[config.mk]
export PLATFORM = sky130hd
export DESIGN_NAME = mac_dot_pipe
export DESIGN_NICKNAME = d
export VERILOG_FILES = /design/src/rtl/mac_pkg.sv /design/src/rtl/mac_mult_stage.sv /design/src/rtl/mac_dot_pipe.sv
export SDC_FILE = /design/constraint.sdc
export NUM_CORES = 1
export LEC_CHECK = 0
export CORE_UTILIZATION = 61
export DETAILED_ROUTE_END_ITERATION = 10
export PLACE_DENSITY = 0.89
export SETUP_SLACK_MARGIN = 0.02
export SKIP_LAST_GASP = 1
export SYNTH_ARGS = -nofsm -noshare
export SYNTH_HDL_FRONTEND = slang
export SYNTH_SLANG_ARGS = --single-unit
[constraint.sdc]
create_clock -name clk -period 4.7 [get_ports clk]
set_input_delay 0.47 -clock clk [delete_from_list [all_inputs] [get_ports clk]]
set_output_delay 0.47 -clock clk [all_outputs]
set_load 0.01 [all_outputs]
[src/rtl/mac_pkg.sv]
// Shared constants and helpers for the pipelined dot-product MAC.
// Saturation limits are used only when MAC_DOT_SAT_EN is defined.
package mac_pkg;

    localparam int LIM_W = 64;

    function automatic int clog2(input int n);
        int r;
        r = 0;
        for (int i = 0; i < 31; i++) begin
            if ((1 << i) < n) r = i + 1;
        end
        return (r < 1) ? 1 : r;
    endfunction

    function automatic int prod_w(input int aw, input int bw);
        return aw + bw;
    endfunction

    function automatic logic [LIM_W-1:0] sat_umax(input int w);
        return (LIM_W'(1) << w) - LIM_W'(1);
    endfunction

    function automatic logic [LIM_W-1:0] sat_smax(input int w);
        return (LIM_W'(1) << (w - 1)) - LIM_W'(1);
    endfunction

    function automatic logic [LIM_W-1:0] sat_smin(input int w);
        return ~sat_smax(w);
    endfunction

endpackage

[src/rtl/mac_mult_stage.sv]
// Registered A_W x B_W multiplier stage with valid/last sideband.
// Operands are extended to the product width so one multiply covers both signednesses.
module mac_mult_stage
    import mac_pkg::*;
#(
    parameter int A_W    = 4,
    parameter int B_W    = 4,
    parameter int SIGNED = 0
) (
    input  logic                          clk,
    input  logic                          rst,
    input  logic                          en,
    input  logic                          clr,
    input  logic                          in_valid,
    input  logic                          in_last,
    input  logic [A_W-1:0]                a,
    input  logic [B_W-1:0]                b,
    output logic                          valid,
    output logic                          last,
    output logic [prod_w(A_W, B_W)-1:0]   p
);

    localparam int PW = prod_w(A_W, B_W);

    logic [PW-1:0] ax;
    logic [PW-1:0] bx;

    assign ax = {{B_W{(SIGNED != 0) && a[A_W-1]}}, a};
    assign bx = {{A_W{(SIGNED != 0) && b[B_W-1]}}, b};

    always_ff @(posedge clk or posedge rst) begin
        if (rst) begin
            valid <= 1'b0;
            last  <= 1'b0;
            p     <= '0;
        end else if (clr) begin
            valid <= 1'b0;
        end else if (en) begin
            valid <= in_valid;
            last  <= in_last;
            p     <= ax * bx;
        end
    end

endmodule

[src/rtl/mac_dot_pipe.sv]
// Pipelined multiply-accumulate dot-product engine with valid/ready handshakes.
// Define MAC_DOT_SAT_EN to clamp the accumulator on overflow instead of wrapping.
module mac_dot_pipe
    import mac_pkg::*;
#(
    parameter int A_W     = 4,
    parameter int B_W     = 4,
    parameter int ACC_W   = 10,
    parameter int DOT_LEN = 4,
    parameter int SIGNED  = 0
) (
    input  logic             clk,
    input  logic             rst,
    input  logic             in_valid,
    output logic             in_ready,
    input  logic [A_W-1:0]   a,
    input  logic [B_W-1:0]   b,
    input  logic             acc_clr,
    output logic             out_valid,
    input  logic             out_ready,
    output logic [ACC_W-1:0] y,
    output logic             ovf
);

    localparam int PW = prod_w(A_W, B_W);
    localparam int CW = clog2(DOT_LEN);
    localparam logic [CW-1:0] LAST_CNT = CW'(DOT_LEN - 1);

    logic             adv;
    logic             take;
    logic [CW-1:0]    cnt;
    logic [A_W-1:0]   s1_a;
    logic [B_W-1:0]   s1_b;
    logic             s1_v;
    logic             s1_last;
    logic             s2_v;
    logic             s2_last;
    logic [PW-1:0]    s2_p;
    logic [ACC_W-1:0] acc;
    logic [ACC_W-1:0] acc_nxt;
    logic             sticky;
    logic [ACC_W:0]   p_ext;
    logic [ACC_W:0]   a_ext;
    logic [ACC_W:0]   sum;
    logic             sum_ovf;

    assign adv      = !out_valid || out_ready;
    assign in_ready = adv && !acc_clr;
    assign take     = in_valid && in_ready;

    always_ff @(posedge clk or posedge rst) begin
        if (rst) begin
            cnt     <= '0;
            s1_v    <= 1'b0;
            s1_last <= 1'b0;
            s1_a    <= '0;
            s1_b    <= '0;
        end else if (acc_clr) begin
            cnt  <= '0;
            s1_v <= 1'b0;
        end else if (adv) begin
            s1_v    <= take;
            s1_last <= (cnt == LAST_CNT);
            s1_a    <= a;
            s1_b    <= b;
            if (take) begin
                cnt <= (cnt == LAST_CNT) ? '0 : cnt + CW'(1);
            end
        end
    end

    mac_mult_stage #(
        .A_W    (A_W),
        .B_W    (B_W),
        .SIGNED (SIGNED)
    ) u_mult (
        .clk      (clk),
        .rst      (rst),
        .en       (adv),
        .clr      (acc_clr),
        .in_valid (s1_v),
        .in_last  (s1_last),
        .a        (s1_a),
        .b        (s1_b),
        .valid    (s2_v),
        .last     (s2_last),
        .p        (s2_p)
    );

    // One guard bit above ACC_W exposes both unsigned carry-out and signed overflow.
    always_comb begin
        p_ext = {{(ACC_W + 1 - PW){(SIGNED != 0) && s2_p[PW-1]}}, s2_p};
        a_ext = {(SIGNED != 0) && acc[ACC_W-1], acc};
        sum   = a_ext + p_ext;
        if (SIGNED != 0) begin
            sum_ovf = sum[ACC_W] ^ sum[ACC_W-1];
        end else begin
            sum_ovf = sum[ACC_W];
        end
        acc_nxt = sum[ACC_W-1:0];
`ifdef MAC_DOT_SAT_EN
        if (sum_ovf) begin
            if (SIGNED == 0) begin
                acc_nxt = ACC_W'(sat_umax(ACC_W));
            end else if (sum[ACC_W]) begin
                acc_nxt = ACC_W'(sat_smin(ACC_W));
            end else begin
                acc_nxt = ACC_W'(sat_smax(ACC_W));
            end
        end
`endif
    end

    always_ff @(posedge clk or posedge rst) begin
        if (rst) begin
            acc       <= '0;
            sticky    <= 1'b0;
            y         <= '0;
            out_valid <= 1'b0;
            ovf       <= 1'b0;
        end else begin
            if (out_valid && out_ready) begin
                out_valid <= 1'b0;
            end
            if (acc_clr) begin
                acc    <= '0;
                sticky <= 1'b0;
            end else if (adv && s2_v) begin
                if (s2_last) begin
                    y         <= acc_nxt;
                    out_valid <= 1'b1;
                    ovf       <= sticky || sum_ovf;
                    acc       <= '0;
                    sticky    <= 1'b0;
                end else begin
                    acc    <= acc_nxt;
                    sticky <= sticky || sum_ovf;
                end
            end
        end
    end

endmodule
==> results of run 1 <==
report_power, final:
group	switching, mW	total [mW]	internal, mW
registers	0.0249	0.441	0.416
logic	0.103	0.184	0.0802
clock network	0.136	0.255	0.119
total	0.265	0.880	0.616
registers in the layout, indices dropped and copies added, names as in the netlist:
| register | count |
|---|---|
| out_valid | 1 |
| ovf | 1 |
| sticky | 1 |
| s1_a | 4 |
| u_mult.last | 1 |
| u_mult.p | 8 |
| s1_v | 1 |
| s1_b | 4 |
| cnt | 2 |
| s1_last | 1 |
| y | 10 |
| acc | 10 |
| u_mult.valid | 1 |
through the flow:
step / utilization (%) / power [mW] / area, sq um / setup WS, ns
floorplan: - / 0.573 / 2590 / 1.96
global placement: 71.6 / 0.622 / 2880 / 1.52
detailed placement: 71.6 / 0.631 / 2880 / 1.46
CTS: 73.9 / 0.887 / 2980 / 1.44
global route: 73.9 / 0.926 / 2980 / 1.25
finish: 73.9 / 0.880 / 2980 / 1.42
layer usage:
layer,vias up,GRT usage [%],part of all wire [%]
met4,0,12.0,1.3
met1,952,29.8,42
met3,8,6.08,4.8
met2,58,44.8,52
li1,992,-,-
met5,-,0,0
cell type report:
cell class | count | area (sq um) | share of cell area (%)
multi-input cells | 203 | 1390 | 46.7
flip-flops and latches | 45 | 1130 | 37.8
repair buffers | 27 | 265 | 8.90
clock buffers | 6 | 82.6 | 2.77
well taps | 50 | 62.6 | 2.10
inverters | 10 | 37.5 | 1.26
clock inverters | 2 | 13.8 | 0.462
worst reg2reg max path, stage by stage, from the launching register on:
cell and delay (ns):
dfrtp_1 0.42, nand2_1 0.11, fa_1 0.53, inv_1 0.05
fa_1 0.52, ha_1 0.31, a21o_1 0.17, a31o_1 0.23
a2111oi_0 0.37, nand3b_1 0.16
worst max-delay path by stage:
| stage | slack, ns | endpoint | from | cells past startpoint |
|---|---|---|---|---|
| 2_1_floorplan | 1.96 | u_mult.p[7] | s1_a[0] | 9 |
| 3_5_place_dp | 1.46 | in_ready | out_ready | 5 |
| 4_1_cts | 1.44 | in_ready | out_ready | 5 |
| 6_report | 1.42 | in_ready | out_ready | 5 |
| 3_3_place_gp | 1.52 | in_ready | out_ready | 5 |
| 5_1_grt | 1.25 | in_ready | out_ready | 5 |
placed cells by master, fill, tap and decap left out, drive strengths merged, types with 6 or more instances in the layout:
master / instances
o21ai: 11
a21o: 7
clkbuf: 6
ha: 21
inv: 9
and2: 13
dfrtp: 45
a21oi: 15
clkdlybuf4s50: 25
nand2: 65
logic make-up after synthesis:
family          after synthesis  synth area share [%]
fa+ha+maj                    26                  14.0
buf+inv                      19                  2.94
compound gates               62                  16.5
simple gates                105                  19.5
mux                           3                  1.30
flops                        45                  43.4
xor+xnor                      7                  2.36
==> metrics.txt, run 1 <==
CP delay by family, top buffers and inverters; Final Hold Fails 0; Critical Path RT between 4 and 5 ns; Total Routing Usage GR 25.7%; Core Box Area between 4000 and 5000 sq um; R2R depth 9; Yosys top cell area share 43.4%; Slowest-stage cell, CP clkdlybuf4s50_1; Most used DFF post-synth dfrtp_1; RD Place Congestion roughly 0.9; # IOs 26; antenna-violating nets left 0; vias 2010; Post-Syn Area around 2600 sq um; WP buf/inv 3; Resized Gates After CTS 0; final cell count without fillers 343; Pre-antenna DRT Iters 5; Clk pin slew, worst setup/hold paths 0.08 ns; post-CTS setup buffers 0; FF+latch count, synth 45; asr flop ratio synth 100%; HPWL after DPL 3830 um; unrepaired setup endpoints after global routing false; max_cap viols 0; Post-synth EDFFs 0; Routed WL per cell 15.3 um; largest net degree at the start of global routing 46; Synth cell types between 40 and 50; slew at the pin with the worst max-slew slack ~0.76 ns; Worst R2R Start s1_a[0]; peak supply drop around 180 uV; Via density roughly 5.9; clk buf depth 2; cts hold-fix bufs 0; r2r endpoint u_mult.p[7]; Max-slew headroom 49.5%; R2R Setup Slk between 1.5 and 2 ns; Hold EP u_mult.last; status finished, final reports clean; PwrDens 295 nW/um^2; final worst path period need roughly 3.3 ns; Pins Over Slew Limit 0; Synth area leaders dfrtp_1 (43%), ha_1 (10%), nand2_1 (9.4%), fa_1 (3.9%), and2_1 (3.1%); layout cells sized above 1 5.12%; synth cell count leaders nand2_1 (65), dfrtp_1 (45), ha_1 (21); Post-Syn Area per Cell 9.71 sq um; setup TNS 0 ns; initial core utilization between 60% and 70%; Layout area overhead 14.9%; WP data arrival 2.81 ns; die height 67.2 um; antenna violations before repair 0; Residual DRC 0; CTS Sinks 45; worst-path cell chain clkdlybuf4s50_1 > nand2b_1 > nand2b_1 > inv_2 > clkdlybuf4s50_1; Skew-Pair Late Insertion Delay around 0.3 ns; Tcrit/Tclk final 69.8%; Worst Hold Path Cells 2; antenna cells 0; leading area contributor after synthesis dfrtp_1; sequential cell area fraction in the yosys report between 40% and 50%; startpoint types input port; # fillers approximately 300; H-tree levels 2; clock skew 0.00568 ns; Crit. End Element output port; slowest stage delay, CP 0.61 ns; most common cell in the netlist nand2_1; Row Count 23; first-pass GRT wire length 8450 um; IO buf count 25; Syn. warnings 0; Leak about 1.5 nW; f_max 0.305 GHz; dpl cells 335; clk root buf clkbuf_8; CTS Buf Count 5; hold_ws 0.477 ns; full die area 4520 sq um; die width 67.2 um; First DRT Iteration DRCs 112; Tightest Hold Check Type flop to flop; CTS tree built; GRT overflow 0; Syn Nets 306; Cells after Synth 267; number of global-route vias before repair 1918; crit path max fanout 22; hold_sp s1_last; Crit Path Category input port to output port; final wirelength 5240 um; fin nets 331; Setup violations, final 0
Power figures use the tool's default switching activity.
==> inputs of run 2 (changes only) <==
Settings changed: CORE_UTILIZATION 61 to 51, PLACE_DENSITY 0.89 to 0.79.
Clock period 4.7 ns to 2.85 ns, I/O delays scaled along.
==> metrics.txt, run 2 (same netlist as run 1, synthesis figures left out) <==
status finished, final reports clean; cts hold-fix bufs 0 (unchanged); R2R Setup Slk 0.05 ns (-1.70 ns); Crit Path Category flop to flop; Pins Over Slew Limit 0 (unchanged); final worst path period need between 2 and 3 ns; die width 73.3 um (+9.1%); startpoint types flop; Tcrit/Tclk final 98.1%; RD Place Congestion 0.931 (+6.5%); most frequent cells in the layout nand2_1 (64), dfrtp_1 (45), clkdlybuf4s50_1 (25); Crit. End Element flop; H-tree levels 2 (unchanged); PwrDens 468 nW/um^2 (+58%); number of global-route vias before repair 2045 (+6.6%); WP data arrival 3.03 ns (+0.22 ns); crit path max fanout 4 (-82%); # IOs 26 (unchanged); Layout area overhead 19.6%; biggest regs acc x10, y x10, u_mult.p x8; overall power 1.45 mW (+65%); unrepaired setup endpoints after global routing true; largest net degree at the start of global routing 30 (-35%); peak supply drop 317 uV (+75%); CTS tree built; First DRT Iteration DRCs 147 (+31%); Final Hold Fails 0 (unchanged); Row Count 25 (+8.7%); Leak 1.53 nW (+3.9%); Clk pin slew, worst setup/hold paths 0.08 ns (about the same); CTS Sinks 45 (unchanged); most common cell after layout, fill and taps aside nand2_1; f_max 0.358 GHz; CTS Buf Count 5 (unchanged); Core Box Area 4820 sq um (+20%); Critical Path RT 3.08 ns (-1.15 ns); vias 2039 (+1.4%); slew at the pin with the worst max-slew slack 0.607 ns (-0.151 ns); die height 73.3 um (+9.1%); Routed WL per cell 14.0 um (-8.6%); full die area 5380 sq um (+19%); initial core utilization 53.8% (-11 points); Tightest Hold Check Type input port to asynchronous set/reset pin; first-pass GRT wire length 9160 um (+8.4%); clk root buf clkbuf_8; HPWL after DPL 3870 um (+0.97%); hold_ws 0.275 ns (-0.202 ns); antenna violations before repair 0 (unchanged); IO buf count 25 (unchanged); antenna-violating nets left 0 (unchanged); layout cells sized above 1 9.84% (+4.7 points); Max-slew headroom 59.3% (+9.8 points); Total Routing Usage GR 22.6% (-3.2 points); Pre-antenna DRT Iters 4 (-1); Setup violations, final 0 (unchanged); fin nets 344 (+3.9%); clk buf depth 2 (unchanged); clock skew 0.00712 ns (+0.00144 ns); antenna cells 0 (unchanged); Skew-Pair Late Insertion Delay 0.30 ns (about the same); Via density 5.48 (-6.5%); max_cap viols 0 (unchanged); final wirelength 5200 um (-0.92%); Residual DRC 0 (unchanged); GRT overflow 0 (unchanged)
## run 2: cell types whose count changed in the layout (fill, tap and decap cells not counted), sizes merged
cell / change
clkinv: -2
clkbuf: +1
buf: +13
## run 2: path summary, 6_finish.rpt
| kind | startpoint | end | depth (start not counted) |
|---|---|---|---|
| worst max-delay path | s1_a[1] | u_mult.p[7] | 9 |
| worst min-delay path | rst | cnt[1] | 2 |
| worst max register to register | s1_a[1] | u_mult.p[7] | 9 |
| worst min register to register | s1_last | u_mult.last | 2 |
| max in group asynchronous | rst | u_mult.p[7] | 3 |
| min in group clk | s1_last | u_mult.last | 2 |
## run 2: final cells by class
cell class	count	area [sq um]
timing repair buffer	40	363
fill	410	1710
sequential	45	1130
clock buffer	7	86.3
inverter	10	37.5
multi-input combinational	203	1410
tap	67	83.8
## run 2: layer usage
metal	up-vias	share of wire, %	track usage [%]
met3	13	3.2	4.12
met4	0	1.8	9.62
met1	963	45	29.0
met5	-	0	0
met2	43	50	37.6
li1	1020	-	-
## run 2: repair_timing
item                       in CTS  in global routing
setup endpoints to repair       1                  2
pin swaps                       2                  6
resized for setup               2                  3
buffers inserted                2                  4
## run 2: worst max-delay path: stages, from the launching register on
cell and delay, ns:
dfrtp_1 0.39, buf_4 0.15, and2_1 0.16, fa_1 0.42, ha_1 0.29, ha_1 0.37
a21o_1 0.20, a31o_1 0.21, a2111oi_2 0.38, nand3b_1 0.16
## run 2: report_power, final
group / internal [mW] / switching (mW) / leakage (nW)
clock: 0.192 / 0.208 / 0.0443
sequential: 0.686 / 0.0358 / 0.601
combinational: 0.149 / 0.180 / 0.881
## run 2: through the flow
stage	cells	area, sq um	setup WS, ns	setup TNS (ns)	utilization [%]
6_report	372	3100	0.0544	0	64.4
5_1_grt	372	3100	-0.000848	-0.000848	64.4
4_1_cts	368	3060	0.0128	0	63.6
3_5_place_dp	359	2960	-0.147	-0.147	61.4
3_3_place_gp	359	2960	0.0755	0	61.4
2_1_floorplan	267	2590	0.111	0	-
